### src/rtl/can_bit_destuffing.sv
// CAN receive-side bit destuffer: drops the complementary bit that follows each
// run of STUFF_LEN identical bits and flags a stuff error on a run of STUFF_LEN+1.
module can_bit_destuffing #(
  parameter int STUFF_LEN = 5,
  parameter int CNT_W     = 8
) (
  input  logic             clk,
  input  logic             rst,
  input  logic             enable,
  input  logic             bit_in,
  input  logic             bit_valid,
  output logic             bit_out,
  output logic             bit_out_valid,
  output logic             stuff_drop,
  output logic             stuff_error,
  output logic [CNT_W-1:0] out_count
);

  localparam int RUN_W = $clog2(STUFF_LEN + 1);
  localparam logic [RUN_W-1:0] RUN_MAX = RUN_W'(STUFF_LEN);
  localparam logic [RUN_W-1:0] RUN_ONE = RUN_W'(1);

  localparam logic [1:0] IDLE   = 2'd0;
  localparam logic [1:0] ACTIVE = 2'd1;
  localparam logic [1:0] ERROR  = 2'd2;

  logic [1:0]       state;
  logic [RUN_W-1:0] run_cnt;
  logic             last_bit;

  function automatic logic [CNT_W-1:0] sat_inc(input logic [CNT_W-1:0] v);
    return (&v) ? v : v + 1'b1;
  endfunction

  // An error state swallows all bits until the frame controller drops enable.
  logic take_bit;
  assign take_bit = enable && bit_valid && (state != ERROR);

  always_ff @(posedge clk or posedge rst) begin
    if (rst) begin
      state         <= IDLE;
      run_cnt       <= '0;
      last_bit      <= 1'b1;
      bit_out       <= 1'b1;
      bit_out_valid <= 1'b0;
      stuff_drop    <= 1'b0;
      stuff_error   <= 1'b0;
      out_count     <= '0;
    end else begin
      bit_out_valid <= 1'b0;
      stuff_drop    <= 1'b0;
      if (!enable) begin
        state       <= IDLE;
        run_cnt     <= '0;
        last_bit    <= 1'b1;
        out_count   <= '0;
        stuff_error <= 1'b0;
      end else begin
        if (state == IDLE)
          state <= ACTIVE;
        if (take_bit) begin
          if (run_cnt < RUN_MAX) begin
            bit_out       <= bit_in;
            bit_out_valid <= 1'b1;
            run_cnt       <= (bit_in == last_bit && run_cnt != '0) ? run_cnt + 1'b1 : RUN_ONE;
            last_bit      <= bit_in;
            out_count     <= sat_inc(out_count);
          end else if (bit_in != last_bit) begin
            // The stuff bit itself opens the next run.
            stuff_drop <= 1'b1;
            run_cnt    <= RUN_ONE;
            last_bit   <= bit_in;
          end else begin
            stuff_error <= 1'b1;
            state       <= ERROR;
          end
        end
      end
    end
  end

endmodule

### config.mk
export PLATFORM = sky130hd
export DESIGN_NAME = can_bit_destuffing
export DESIGN_NICKNAME = d
export VERILOG_FILES = /design/src/rtl/can_bit_destuffing.sv
export SDC_FILE = /design/constraint.sdc
export NUM_CORES = 1
export LEC_CHECK = 0
export CAP_MARGIN = 15
export CORE_MARGIN = 3
export CORE_UTILIZATION = 50
export DETAILED_ROUTE_END_ITERATION = 12
export PLACE_DENSITY_LB_ADDON = 0.2
export SLEW_MARGIN = 20
export SYNTH_ARGS = -nofsm -noshare
export SYNTH_HDL_FRONTEND = slang
export SYNTH_SLANG_ARGS = --single-unit
export TNS_END_PERCENT = 30
### constraint.sdc
create_clock -name clk -period 2.1 [get_ports clk]
set_input_delay 0.21 -clock clk [delete_from_list [all_inputs] [get_ports clk]]
set_output_delay 0.21 -clock clk [all_outputs]
set_load 0.1 [all_outputs]
==> results of run 1 <==
-- worst max-delay path, delay by kind of cell (launching register included) --
family | cells | cell delay [ns]
and+or+nand+nor | 2 | 0.94
DFF | 1 | 0.45
AOI/OAI and AO/OA | 2 | 0.37
-- kinds of logic (layout without fill, tap and decap cells) --
| family | count (synthesis) | after routing | synth area share (%) |
|---|---|---|---|
| muxes | 2 | 2 | 2.151 |
| AOI/OAI and AO/OA | 22 | 22 | 15.73 |
| adders and majority gates | 3 | 3 | 4.033 |
| DFF | 18 | 18 | 48.66 |
| xor gates and xnor gates | 2 | 2 | 1.882 |
| and+or+nand+nor | 41 | 41 | 23.39 |
| buffers and inverters | 8 | 27 | 4.166 |
-- cell usage in the layout (no fill, tap or decap), types with 4 or more instances in the layout --
master / count
nand2_1: 12
nor3_1: 5
buf_4: 13
nor2_1: 5
inv_1: 6
nand3_1: 7
o21ai_0: 4
clkdlybuf4s50_1: 4
a21oi_1: 5
dfrtp_1: 14
-- metrics by stage --
step | instance area, µm² | util, % | std cells
3_5_place_dp | 1085 | 66.59 | 135
3_3_place_gp | 1085 | 66.59 | 135
5_1_grt | 1121 | 68.82 | 139
4_1_cts | 1121 | 68.82 | 139
2_1_floorplan | 933.4 | - | 96
6_report | 1121 | 68.82 | 139
-- metal layers --
layer / up-vias / global-route usage (%) / routed length [µm]
met5: - / 0 / 0
met3: 5 / 3.976 / 127
met2: 33 / 22.77 / 808
li1: 388 / - / -
met1: 367 / 23.20 / 851
met4: 0 / 8.531 / 39
-- synth_stat cells, types with 3 or more instances --
cell type / count / area (µm²)
inv_1: 6 / 22.52
o21ai_0: 4 / 20.02
nand2_1: 12 / 45.04
a21oi_1: 5 / 25.02
nand3_1: 7 / 35.03
ha_1: 3 / 37.54
nor2_1: 5 / 18.77
dfrtp_1: 16 / 400.4
nor3_1: 5 / 25.02
-- state kept, by name, indices dropped and copies added (netlist names) --
| signal | cells |
|---|---|
| out_count | 8 |
| run_cnt | 3 |
| state | 2 |
| bit_out | 1 |
| bit_out_valid | 1 |
| last_bit | 1 |
| stuff_drop | 1 |
| stuff_error | 1 |
-- how the worst min path moves through the flow --
stage                               end  slack [ns]  cells after the start                 from
5_1_grt         bit_out_valid$_DFF_PP0_        0.35                      2                  rst
4_1_cts        out_count[3]$_DFFE_PP0P_        0.32                      2                  rst
3_3_place_gp        bit_out$_DFFE_PP1P_        0.45                      2  bit_out$_DFFE_PP1P_
6_report       out_count[3]$_DFFE_PP0P_        0.28                      2                  rst
2_1_floorplan   bit_out_valid$_DFF_PP0_        0.15                      1                  rst
3_5_place_dp        bit_out$_DFFE_PP1P_        0.47                      2  bit_out$_DFFE_PP1P_
-- cell type report --
class	count	area [µm²]
Fill cell	126	508.0
Sequential cell	18	455.4
Multi-Input combinational cell	70	439.2
Timing Repair Buffer	17	137.6
Clock buffer	4	36.28
Tap cell	24	30.03
Inverter	6	22.52
-- power groups by stage --
stage | Sequential (mW) | Combinational, mW | Clock, mW
2_1_floorplan | 0.413 | 0.0400 | 0
3_3_place_gp | 0.373 | 0.106 | 0
3_5_place_dp | 0.374 | 0.106 | 0
4_1_cts | 0.367 | 0.107 | 0.218
5_1_grt | 0.369 | 0.114 | 0.232
6_report | 0.367 | 0.106 | 0.213
==> results.cfg, run 1 <==
[status]
outcome = completed

[clock_network]
clockBufferDepth = 2
cts_tree = yes
htree_levels = 1
postCtsSetupBuffers = 0
cts_sinks = 18
post_cts_resized = 0
cts_buffers = 3
clockRootBuffer = clkbuf_4
ctsHoldBuffers = 0
insertion_delay_ns = 0.30
clkTransAtPathRegs_ns = 0.10

[setup_path]
reg2reg_slack_ns = 0.28
end_kind = flip-flop
criticalPathCategory = reg2reg
cp_max_fo = 14
path_cells = o21a_1 > or3_4 > or4_1 > a21oi_1
ff2ff_path_depth = 4
cp-start-kind = flip-flop
crit_end = out_count[5]$_DFFE_PP0P_
cpMaxStageDelayCell = or4_1
setup.worst_path.start = run_cnt[0]$_DFFE_PP0P_
critical_path_required_ns = 2.34
max_stage_delay_ns = 0.53
reg2reg_to = out_count[5]$_DFFE_PP0P_
cp.arrival_ns = 2.06
r2r_start = run_cnt[0]$_DFFE_PP0P_

[timing]
post-route-period-util_pct = 86.89
fmax_ghz = 0.5480
rsz0062_at_grt = no
hold_viol = 0
max_slew_margin_pct = 56.64
min_period_ns = 1.825
fin_tns_setup_ns = 0
setup_slack_ns = 0.2753
finClkSkew_ns = 0.004520
worst_slew_pin_slew_ns = 0.6497
finalMaxSlewViolations = 0
whs_ns = 0.2839
setup_viol = 0

[global_route]
antenna_found_initial = 0
grt_overflow = 0
grt_use_total_pct = 16.35
grt_pass1_vias = 684
grt_max_degree = 19
grt_pass1_wl_um = 3042

[floorplanning]
start_util_pct = 57.14
coreArea_um2 = 1629
die-area_um2 = 2416
die_w_um = 49.15
die_h_um = 49.15
std_cell_rows = 14
io_pins = 17

[min_path]
hold_class = in2async

[routing]
vias = 793
ant_nets = 0
first_pass_iters = 4
drc_errors = 0
wl_um = 1825
drt-vias-per-instance = 5.705
wire_per_inst_um = 13.13
drtIter0Drc = 41

[cells_and_area]
nets = 124
drive_above_1_share_pct = 22.61
syn2layout_area_growth_pct = 20.43
n_antenna_cell = 0

[pwr]
p_total_mw = 0.6862
clkPwrFrac_pct = 31.1
p_int_mw = 0.4932
power_frac_comb_pct = 15.5
power_density_nw_per_um2 = 612.1
p_leak_nw = 0.5103
peakVddDrop_mv = 0.4566
seq_power_share_pct = 53.4
p_sw_mw = 0.1930
swShare_pct = 28.13

[yosys]
synth_area_per_cell_um2 = 9.697
synthCells = 96
syn_nets = 104
synth.distinct_cells = 36
synth.cell_area_um2 = 930.9
synth_edf_count = 0
ys.flop_type = dfrtp_1
yosys_warnings = 0
async_flop_share_pct = 100.0
synth-seq-area-share_pct = 48.66
synth_seq_cells = 18

[placed_design]
hpwl_um = 1363
port_buffers = 16
place_ws_ns = 0.1058
globalplace.congestion = 0.8409

[flow_run]
maxCapViolCount = 0
Power figures use the tool's default switching activity.
==> inputs of run 2 (changes only) <==
- PLACE_DENSITY: not set -> 0.84
- PLACE_DENSITY_LB_ADDON: 0.2 -> not set
==> results.cfg, run 2 (synthesis gave the netlist of run 1 again) <==
[min_path]
hold_class = in2async

[setup_path]
cp_max_fo = 14
r2r_start = run_cnt[0]$_DFFE_PP0P_
end_kind = flip-flop
reg2reg_to = out_count[5]$_DFFE_PP0P_
reg2reg_slack_ns = 0.24
ff2ff_path_depth = 4
cp.arrival_ns = 2.09
cp-start-kind = flip-flop
criticalPathCategory = reg2reg
critical_path_required_ns = 2.33

[timing]
worst_slew_pin_slew_ns = 0.6740
hold_viol = 0
fin_tns_setup_ns = 0
setup_slack_ns = 0.2383
min_period_ns = 1.862
finalMaxSlewViolations = 0
whs_ns = 0.2883
max_slew_margin_pct = 55.02
finClkSkew_ns = 0.009361
setup_viol = 0
rsz0062_at_grt = no
post-route-period-util_pct = 88.65
fmax_ghz = 0.5371

[cells_and_area]
stdcell_count = 139
finalInstanceArea_um2 = 1121
drive_above_1_share_pct = 22.61
top_register = out_count
final_core_util_pct = 68.82
largest_reg_flops = 8
nets = 124
n_antenna_cell = 0
final_common_cell = dfrtp_1
reg_top3 = out_count: 8 flops, run_cnt: 3 flops, state: 2 flops
layout_common_cells = 14 x dfrtp_1, 13 x buf_4, 12 x nand2_1
syn2layout_area_growth_pct = 20.43

[pwr]
p_leak_nw = 0.5103
p_total_mw = 0.6943
power_density_nw_per_um2 = 619.3
peakVddDrop_mv = 0.3635

[floorplanning]
die-area_um2 = 2416
io_pins = 17
start_util_pct = 57.14
std_cell_rows = 14
die_w_um = 49.15
die_h_um = 49.15
coreArea_um2 = 1629

[clock_network]
clockBufferDepth = 2
cts_tree = yes
post_cts_resized = 0
clkTransAtPathRegs_ns = 0.11
ctsHoldBuffers = 0
clockRootBuffer = clkbuf_4
insertion_delay_ns = 0.30
cts_sinks = 18
htree_levels = 1
postCtsSetupBuffers = 0
cts_buffers = 3

[placed_design]
placedCellCount = 135
placed_area_um2 = 1085
port_buffers = 16
hpwl_um = 1372
globalplace.congestion = 0.8100
place_ws_ns = 0.05264

[routing]
wire_per_inst_um = 14.02
first_pass_iters = 4
vias = 814
ant_nets = 0
drc_errors = 0
wl_um = 1949
drtIter0Drc = 38
drt-vias-per-instance = 5.856

[global_route]
antenna_found_initial = 0
grt_overflow = 0
grt_pass1_wl_um = 3118
grt_use_total_pct = 16.62
grt_max_degree = 19
grt_pass1_vias = 709

[status]
outcome = completed

[flow_run]
maxCapViolCount = 0
==> run 2: cell counts in the layout (fill, tap and decap cells not counted) <==
No cell type changed its count.
==> run 2: area by class of cell <==
cell class | instances | area, µm²
fill | 134 | 508.0
sequential | 18 | 455.4
multi-input combinational | 70 | 439.2
timing repair buffer | 17 | 137.6
clock buffer | 4 | 36.28
tap | 24 | 30.03
inverter | 6 | 22.52
==> run 2: worst max-delay path by stage <==
stage,startpoint,to,depth (start not counted)
2_1_floorplan,out_count[2]$_DFFE_PP0P_,out_count[5]$_DFFE_PP0P_,4
3_5_place_dp,enable,out_count[5]$_DFFE_PP0P_,5
5_1_grt,run_cnt[0]$_DFFE_PP0P_,out_count[5]$_DFFE_PP0P_,4
6_report,run_cnt[0]$_DFFE_PP0P_,out_count[5]$_DFFE_PP0P_,4
3_3_place_gp,enable,out_count[3]$_DFFE_PP0P_,5
4_1_cts,run_cnt[0]$_DFFE_PP0P_,out_count[5]$_DFFE_PP0P_,4
==> run 2: critical path: stages, from the launching register on <==
cell and delay (ns):
dfrtp_1 0.46, o21a_1 0.22, or3_4 0.41, or4_1 0.54, a21oi_1 0.18
==> run 2: where the power goes <==
group / internal [mW] / leakage, nW / switching [mW]
Sequential: 0.359 / 0.237 / 0.00869
Combinational: 0.0286 / 0.253 / 0.0792
Clock: 0.106 / 0.0210 / 0.113
Total: 0.493 / 0.510 / 0.201
==> run 2: metal layers <==
| layer | up-vias | wire [µm] | part of all wire (%) | global-route usage, % |
|---|---|---|---|---|
| met5 | - | 0 | 0 | 0 |
| met1 | 390 | 875 | 45 | 21.81 |
| met4 | 0 | 29 | 1.5 | 7.583 |
| li1 | 389 | - | - | - |
| met3 | 4 | 133 | 6.8 | 3.364 |
| met2 | 31 | 911 | 47 | 26.12 |
